## config.mk

```make
export PLATFORM = sky130hd
export DESIGN_NAME = exe_stage_flat
export DESIGN_NICKNAME = d
export VERILOG_FILES = /design/src/rtl/exe_stage_if.sv /design/src/rtl/exe_stage.sv /design/src/flat_wrapper.sv
export SDC_FILE = /design/constraint.sdc
export NUM_CORES = 1
export LEC_CHECK = 0
export BUFFER_PORTS_ARGS = -buffer_cell sky130_fd_sc_hd__buf_2
export CAP_MARGIN = 20
export CORE_MARGIN = 2
export CORE_UTILIZATION = 35
export CTS_CLUSTER_SIZE = 24
export DETAILED_ROUTE_END_ITERATION = 12
export PLACE_DENSITY = 0.59
export SLEW_MARGIN = 15
export SYNTH_ARGS = -nofsm -noshare
export SYNTH_HDL_FRONTEND = slang
export SYNTH_SLANG_ARGS = --single-unit
```

## constraint.sdc

```tcl
create_clock -name clk -period 8.8 [get_ports clk]
set_input_delay 2.2 -clock clk [delete_from_list [all_inputs] [get_ports clk]]
set_output_delay 2.2 -clock clk [all_outputs]
set_load 0.02 [all_outputs]
```

## src/rtl/exe_stage_if.sv

```systemverilog
// Execute-stage bus: ID/EX outputs in, branch resolution, status and EX/MEM outputs back.
interface exe_stage_if;
    logic        freeze;
    logic        WB_EN_IN;
    logic        MEM_R_EN_IN;
    logic        MEM_W_EN_IN;
    logic        B_IN;
    logic        S_IN;
    logic [3:0]  EXE_CMD_IN;
    logic [31:0] PC_IN;
    logic [31:0] Val_Rn_IN;
    logic [31:0] Val_Rm_IN;
    logic        imm_IN;
    logic [11:0] Shift_operand_IN;
    logic [23:0] Signed_imm_24_IN;
    logic [3:0]  Dest_IN;

    logic        Branch_Taken;
    logic [31:0] Branch_Addr;
    logic [3:0]  SR;
    logic        WB_EN;
    logic        MEM_R_EN;
    logic        MEM_W_EN;
    logic [31:0] ALU_Res;
    logic [31:0] Val_Rm;
    logic [3:0]  Dest;

    // Upstream pipeline / environment side
    modport master (
        output freeze, WB_EN_IN, MEM_R_EN_IN, MEM_W_EN_IN, B_IN, S_IN, EXE_CMD_IN,
               PC_IN, Val_Rn_IN, Val_Rm_IN, imm_IN, Shift_operand_IN,
               Signed_imm_24_IN, Dest_IN,
        input  Branch_Taken, Branch_Addr, SR, WB_EN, MEM_R_EN, MEM_W_EN,
               ALU_Res, Val_Rm, Dest
    );

    // Execute stage side
    modport slave (
        input  freeze, WB_EN_IN, MEM_R_EN_IN, MEM_W_EN_IN, B_IN, S_IN, EXE_CMD_IN,
               PC_IN, Val_Rn_IN, Val_Rm_IN, imm_IN, Shift_operand_IN,
               Signed_imm_24_IN, Dest_IN,
        output Branch_Taken, Branch_Addr, SR, WB_EN, MEM_R_EN, MEM_W_EN,
               ALU_Res, Val_Rm, Dest
    );
endinterface

```

## src/rtl/exe_stage.sv

```systemverilog
// Execute stage: Val2 generation, ALU, NZCV register, branch target and EX/MEM register.
module exe_stage (
    input logic        clk,
    input logic        rst,
    exe_stage_if.slave bus
);
    localparam int unsigned DW = 32;

    function automatic logic [DW-1:0] ror32(input logic [DW-1:0] x, input logic [4:0] s);
        return DW'({x, x} >> s);
    endfunction

    logic [DW-1:0] val2;
    logic [DW-1:0] rn;
    logic [DW-1:0] alu_res;
    logic [DW:0]   sum33;
    logic          cin;
    logic          c_new;
    logic          v_new;
    logic [4:0]    shamt;

    logic          wb_en_q,    wb_en_d;
    logic          mem_r_en_q, mem_r_en_d;
    logic          mem_w_en_q, mem_w_en_d;
    logic [DW-1:0] alu_res_q,  alu_res_d;
    logic [DW-1:0] val_rm_q,   val_rm_d;
    logic [3:0]    dest_q,     dest_d;
    logic [3:0]    sr_q,       sr_d;

    assign rn    = bus.Val_Rn_IN;
    assign cin   = sr_q[1];
    assign shamt = bus.Shift_operand_IN[11:7];

    // Second operand: memory offset, rotated immediate or shifted register
    always_comb begin
        val2 = '0;
        if (bus.MEM_R_EN_IN | bus.MEM_W_EN_IN) begin
            val2 = {20'b0, bus.Shift_operand_IN};
        end else if (bus.imm_IN) begin
            val2 = ror32({24'b0, bus.Shift_operand_IN[7:0]}, {bus.Shift_operand_IN[11:8], 1'b0});
        end else begin
            case (bus.Shift_operand_IN[6:5])
                2'b00:   val2 = bus.Val_Rm_IN << shamt;
                2'b01:   val2 = bus.Val_Rm_IN >> shamt;
                2'b10:   val2 = DW'($signed(bus.Val_Rm_IN) >>> shamt);
                default: val2 = ror32(bus.Val_Rm_IN, shamt);
            endcase
        end
    end

    // ALU; subtracts use Rn + ~Val2 + 1 so bit 32 is the ARM-style not-borrow carry
    always_comb begin
        alu_res = '0;
        sum33   = '0;
        c_new   = sr_q[1];
        v_new   = sr_q[0];
        case (bus.EXE_CMD_IN)
            4'b0001: alu_res = val2;
            4'b1001: alu_res = ~val2;
            4'b0010, 4'b0011: begin
                sum33   = {1'b0, rn} + {1'b0, val2}
                        + ((bus.EXE_CMD_IN == 4'b0011) ? 33'(cin) : 33'd0);
                alu_res = sum33[DW-1:0];
                c_new   = sum33[DW];
                v_new   = (rn[31] == val2[31]) && (alu_res[31] != rn[31]);
            end
            4'b0100, 4'b0101: begin
                sum33   = {1'b0, rn} + {1'b0, ~val2}
                        + ((bus.EXE_CMD_IN == 4'b0101) ? 33'(cin) : 33'd1);
                alu_res = sum33[DW-1:0];
                c_new   = sum33[DW];
                v_new   = (rn[31] != val2[31]) && (alu_res[31] != rn[31]);
            end
            4'b0110: alu_res = rn & val2;
            4'b0111: alu_res = rn | val2;
            4'b1000: alu_res = rn ^ val2;
            default: alu_res = '0;
        endcase
    end

    // Next-state for status and EX/MEM registers; freeze holds everything
    always_comb begin
        sr_d       = sr_q;
        wb_en_d    = wb_en_q;
        mem_r_en_d = mem_r_en_q;
        mem_w_en_d = mem_w_en_q;
        alu_res_d  = alu_res_q;
        val_rm_d   = val_rm_q;
        dest_d     = dest_q;
        if (!bus.freeze) begin
            if (bus.S_IN) begin
                sr_d = {alu_res[31], (alu_res == '0), c_new, v_new};
            end
            wb_en_d    = bus.WB_EN_IN;
            mem_r_en_d = bus.MEM_R_EN_IN;
            mem_w_en_d = bus.MEM_W_EN_IN;
            alu_res_d  = alu_res;
            val_rm_d   = bus.Val_Rm_IN;
            dest_d     = bus.Dest_IN;
        end
    end

    // State registers with synchronous reset taking priority over freeze
    always_ff @(posedge clk) begin
        if (rst) begin
            sr_q       <= '0;
            wb_en_q    <= 1'b0;
            mem_r_en_q <= 1'b0;
            mem_w_en_q <= 1'b0;
            alu_res_q  <= '0;
            val_rm_q   <= '0;
            dest_q     <= '0;
        end else begin
            sr_q       <= sr_d;
            wb_en_q    <= wb_en_d;
            mem_r_en_q <= mem_r_en_d;
            mem_w_en_q <= mem_w_en_d;
            alu_res_q  <= alu_res_d;
            val_rm_q   <= val_rm_d;
            dest_q     <= dest_d;
        end
    end

    assign bus.Branch_Taken = bus.B_IN;
    assign bus.Branch_Addr  = bus.PC_IN + {{6{bus.Signed_imm_24_IN[23]}}, bus.Signed_imm_24_IN, 2'b00};
    assign bus.SR           = sr_q;
    assign bus.WB_EN        = wb_en_q;
    assign bus.MEM_R_EN     = mem_r_en_q;
    assign bus.MEM_W_EN     = mem_w_en_q;
    assign bus.ALU_Res      = alu_res_q;
    assign bus.Val_Rm       = val_rm_q;
    assign bus.Dest         = dest_q;
endmodule

```

## src/flat_wrapper.sv

```systemverilog
// flat-port wrapper written by rule: the top's interface ports become plain ports
module exe_stage_flat 
  (clk, rst, bus_freeze, bus_WB_EN_IN, bus_MEM_R_EN_IN, bus_MEM_W_EN_IN, bus_B_IN, bus_S_IN, bus_EXE_CMD_IN, bus_PC_IN, bus_Val_Rn_IN, bus_Val_Rm_IN, bus_imm_IN, bus_Shift_operand_IN, bus_Signed_imm_24_IN, bus_Dest_IN, bus_Branch_Taken, bus_Branch_Addr, bus_SR, bus_WB_EN, bus_MEM_R_EN, bus_MEM_W_EN, bus_ALU_Res, bus_Val_Rm, bus_Dest);
  exe_stage_if bus_i ();
  input logic clk;
  input logic rst;
  input wire logic [$bits(bus_i.freeze)-1:0] bus_freeze;
  input wire logic [$bits(bus_i.WB_EN_IN)-1:0] bus_WB_EN_IN;
  input wire logic [$bits(bus_i.MEM_R_EN_IN)-1:0] bus_MEM_R_EN_IN;
  input wire logic [$bits(bus_i.MEM_W_EN_IN)-1:0] bus_MEM_W_EN_IN;
  input wire logic [$bits(bus_i.B_IN)-1:0] bus_B_IN;
  input wire logic [$bits(bus_i.S_IN)-1:0] bus_S_IN;
  input wire logic [$bits(bus_i.EXE_CMD_IN)-1:0] bus_EXE_CMD_IN;
  input wire logic [$bits(bus_i.PC_IN)-1:0] bus_PC_IN;
  input wire logic [$bits(bus_i.Val_Rn_IN)-1:0] bus_Val_Rn_IN;
  input wire logic [$bits(bus_i.Val_Rm_IN)-1:0] bus_Val_Rm_IN;
  input wire logic [$bits(bus_i.imm_IN)-1:0] bus_imm_IN;
  input wire logic [$bits(bus_i.Shift_operand_IN)-1:0] bus_Shift_operand_IN;
  input wire logic [$bits(bus_i.Signed_imm_24_IN)-1:0] bus_Signed_imm_24_IN;
  input wire logic [$bits(bus_i.Dest_IN)-1:0] bus_Dest_IN;
  output wire logic [$bits(bus_i.Branch_Taken)-1:0] bus_Branch_Taken;
  output wire logic [$bits(bus_i.Branch_Addr)-1:0] bus_Branch_Addr;
  output wire logic [$bits(bus_i.SR)-1:0] bus_SR;
  output wire logic [$bits(bus_i.WB_EN)-1:0] bus_WB_EN;
  output wire logic [$bits(bus_i.MEM_R_EN)-1:0] bus_MEM_R_EN;
  output wire logic [$bits(bus_i.MEM_W_EN)-1:0] bus_MEM_W_EN;
  output wire logic [$bits(bus_i.ALU_Res)-1:0] bus_ALU_Res;
  output wire logic [$bits(bus_i.Val_Rm)-1:0] bus_Val_Rm;
  output wire logic [$bits(bus_i.Dest)-1:0] bus_Dest;
  assign bus_i.freeze = bus_freeze;
  assign bus_i.WB_EN_IN = bus_WB_EN_IN;
  assign bus_i.MEM_R_EN_IN = bus_MEM_R_EN_IN;
  assign bus_i.MEM_W_EN_IN = bus_MEM_W_EN_IN;
  assign bus_i.B_IN = bus_B_IN;
  assign bus_i.S_IN = bus_S_IN;
  assign bus_i.EXE_CMD_IN = bus_EXE_CMD_IN;
  assign bus_i.PC_IN = bus_PC_IN;
  assign bus_i.Val_Rn_IN = bus_Val_Rn_IN;
  assign bus_i.Val_Rm_IN = bus_Val_Rm_IN;
  assign bus_i.imm_IN = bus_imm_IN;
  assign bus_i.Shift_operand_IN = bus_Shift_operand_IN;
  assign bus_i.Signed_imm_24_IN = bus_Signed_imm_24_IN;
  assign bus_i.Dest_IN = bus_Dest_IN;
  assign bus_Branch_Taken = bus_i.Branch_Taken;
  assign bus_Branch_Addr = bus_i.Branch_Addr;
  assign bus_SR = bus_i.SR;
  assign bus_WB_EN = bus_i.WB_EN;
  assign bus_MEM_R_EN = bus_i.MEM_R_EN;
  assign bus_MEM_W_EN = bus_i.MEM_W_EN;
  assign bus_ALU_Res = bus_i.ALU_Res;
  assign bus_Val_Rm = bus_i.Val_Rm;
  assign bus_Dest = bus_i.Dest;
  exe_stage u_core (.clk(clk), .rst(rst), .bus(bus_i));
endmodule
```

==> results.cfg <==
[worst_setup_path]
crit_path_frequent_cell = buf_4
crit_slowest_cell = a311oi_1
cp-end-kind = flip-flop
critPathArrivalTime_ns = 8.80
startpoint_type = input pin
cp_max_fo = 50
cp.depth = 24
cpPeakStageDelay_ns = 0.52
crit_buf_inv = 5
crit_chain = buf_6, buf_4, mux4_2, and3_1, a311oi_1, o32a_1, a2111oi_2, buf_4, a211o_1, inv_1, ha_1, and3_1, a2111oi_2, a21oi_1, a41oi_1, buf_4, nor4_1, nor2_1, nand2_1, a41oi_1, xor2_1, a211oi_1, and2_1, a41o_1
reg2reg_depth = 16
worstSetupPathType = in -> reg
cp_top_family = compound AO/OA/AOI/OAI gates
required_ns = 9.13

[floorplanning]
start_util = 0.3554
die_h_um = 230.2
dieArea_um2 = 52980
core_um2 = 50380
chipWidth_um = 230.2
pin_count = 257
num_rows = 82

[place]
dp_cells = 3243
place_congestion = 1.118
dp_hpwl_um = 72330
portBuffers = 250

[global_routing]
grt_max_degree = 61
grt-ovfl-total = 0
antenna_found_initial = 5
first_global_vias = 20640
grt_first_pass_wirelength_um = 138000
grt_use_total = 0.3435

[timing]
final_hold_viol_count = 0
setup_tns_ns = 0
finalCritPeriodShare = 0.9628
slew_viol_final = 0
grt_setup_unrepaired = no
fin_crit_ns = 8.473
setup_viol = 0
slew_headroom = 0.2860
worst_slew_pin_slew_ns = 1.066
max_clock_freq_mhz = 118.0
fin_skew_ns = 0.01214

[yosys]
ys.flop_type = dfxtp_1
synth_edf_count = 0
post_synth.cell_area_avg_um2 = 7.590
syn_area_um2 = 17900
ys_warn_count = 0
ys_ff_latch = 75
ys_seq_area_frac = 0.08386
yosysTopAreaCellShare = 0.1170
synth_area_leaders = mux4_2 12%, ha_1 9.0%, dfxtp_1 8.4%
ys_types = 104
synth_top_area_cell = mux4_2
synth_nets = 2642
async_flop_share = 0
synthCells = 2359

[cts]
clock-sinks = 75
post_cts_buffers = 0
holdBufCountCts = 0
cts_inserted_buffers = 9
h-tree-depth = 3
root_buffer = clkbuf_16
clkLatencyLatePin_ns = 0.38
cts_tree = yes
path_clk_slew_ns = 0.07
cts-resized-gates = 0
cts_max_path_buffers = 2

[pwr]
p_leak_nw = 8.948
ir_drop_mv = 0.08990
powerDensity_nw_per_um2 = 106.0

[finish]
nets = 2865
nFillCells = 5249
regArea_um2 = 1501
multi_input_area_um2 = 14940
syn_to_final_growth_pct = 15.34
post_route_cells_drive_above_1_share = 0.2390
instances_no_fill = 3260

[worst_hold_path]
holdPathStages = 2
hp-class = reg -> reg

[job]
max-cap-violations = 0

[route]
ant_nets = 0
wl_per_cell_um = 28.88
dr.pass1.iters = 6
drt_wl_total_um = 94150
drc = 0
routed_via_density = 6.689
vias = 21810
drt_first_iter_violations = 2982

[status]
outcome = completed
report_power, final:
| part | internal [mW] | switching, mW |
|---|---|---|
| Combinational | 0.521 | 0.895 |
| Sequential | 0.363 | 0.0128 |
| Clock | 0.219 | 0.178 |
| Total | 1.10 | 1.09 |
cells by family (layout without fill, tap and decap cells):
logic type,count (synthesis),after routing,share of synthesized area
simple gates,749,749,0.2042
compound gates,727,727,0.2810
buf+inv,338,565,0.08351
mux,280,280,0.2243
fa+ha+maj,134,134,0.09574
flops,75,75,0.08386
xor+xnor,56,56,0.02739
other cells,0,2,0
cell usage after synthesis (13+ instances only):
cell      number
o21bai_1      17
nand2_1      154
mux2i_1      150
and2_1        19
nand2b_1      35
a21o_1        25
o221ai_1      25
o21ai_1       13
or3_1         15
xor2_1        21
and3_1        20
mux4_2        93
o31ai_1       16
o22ai_1       35
a22oi_1       20
o21a_1        21
clkbuf_1     127
a31oi_1       34
nor3_1        64
or2_2         14
a211o_1       15
a211oi_1      51
nor2_1       253
o211ai_1      29
mux2_2        31
nand4_1       15
nor2b_1       27
o21ai_0       97
buf_4         23
a21oi_1      170
ha_1         129
nand3_1       48
nor4_1        31
xnor2_1       35
a221oi_1      21
buf_1         16
buf_6         13
buf_2         33
dfxtp_1       75
inv_1        121
path summary, 6_finish.rpt:
kind / endpoint / from / slack (ns)
worst max-delay path: u_core.bus.SR[2]$_SDFFE_PP0P_ / bus_Shift_operand_IN[8] / 0.33
worst min-delay path: u_core.bus.ALU_Res[24]$_SDFFE_PP0N_ / u_core.bus.ALU_Res[24]$_SDFFE_PP0N_ / 0.46
worst max register to register: u_core.bus.SR[2]$_SDFFE_PP0P_ / u_core.bus.SR[1]$_SDFFE_PP0P_ / 3.97
worst min register to register: u_core.bus.ALU_Res[24]$_SDFFE_PP0N_ / u_core.bus.ALU_Res[24]$_SDFFE_PP0N_ / 0.46
cell usage in the layout (no fill, tap or decap), types with 13 or more instances in the layout:
cell	count
a21o_1	25
nor2b_1	27
o31ai_1	16
ha_1	129
a21oi_1	170
mux2i_1	150
mux4_2	93
a22oi_1	20
o211ai_1	29
nand2_1	154
nand3_1	48
nand2b_1	35
buf_2	245
and3_1	20
o21bai_1	17
o21a_1	21
mux2_2	31
nor2_1	252
a31oi_1	34
o22ai_1	35
o21ai_0	97
xor2_1	21
nor4_1	31
o21ai_1	13
and2_1	19
a211o_1	15
a211oi_1	51
a221oi_1	21
or3_1	15
nor3_1	64
inv_1	121
o221ai_1	25
dfxtp_1	75
nand4_1	15
xnor2_1	35
buf_4	177
or2_2	14
per-layer routing:
metal,wire length (µm),share of wire,GRT usage
met1,36680,0.39,0.4336
met2,41690,0.44,0.5445
met3,9323,0.099,0.07155
met4,6429,0.068,0.1915
met5,34,0.00036,0
stage by stage:
| step | cell area (µm²) | util | power (mW) | worst slack (ns) | hold slack (ns) |
|---|---|---|---|---|---|
| global route | 20650 | 0.4099 | 2.291 | 0.01793 | 0.4890 |
| detailed placement | 20350 | 0.4041 | 1.747 | 0.2409 | 0.4559 |
| global placement | 20350 | 0.4041 | 1.747 | 0.1971 | 0.4463 |
| finish | 20650 | 0.4099 | 2.189 | 0.3270 | 0.4621 |
| floorplan | 17900 | - | 1.241 | 1.375 | 0.5307 |
| CTS | 20650 | 0.4098 | 2.156 | 0.6300 | 0.4653 |
sequential cells by signal, indices dropped and copies added (netlist names):
register,cells
u_core.bus.ALU_Res,32
u_core.bus.Val_Rm,32
u_core.bus.Dest,4
u_core.bus.SR,4
u_core.bus.MEM_R_EN,1
u_core.bus.MEM_W_EN,1
u_core.bus.WB_EN,1
worst register-to-register path: stages, from the launching register on:
cell and delay, ns:
dfxtp_1 0.42, and3_1 0.22, fa_1 0.47, fa_1 0.45, a21o_1 0.22, a2111oi_2 0.44
a21oi_1 0.30, a41oi_1 0.31, buf_4 0.20, nor4_1 0.06, nor2_1 0.28, nand2_1 0.12
a41oi_1 0.37, xor2_1 0.11, a211oi_1 0.45, and2_1 0.20, a41o_1 0.16
cell type report:
type / count / share of cell area
Multi-Input combinational cell: 1946 / 0.7233
Timing Repair Buffer: 425 / 0.1262
Sequential cell: 75 / 0.07271
Tap cell: 672 / 0.04071
Inverter: 125 / 0.02272
Clock buffer: 9 / 0.01091
Clock inverter: 6 / 0.003211
Antenna cell: 2 / 0.0002424
No activity file was read; power rests on OpenSTA's default activity.
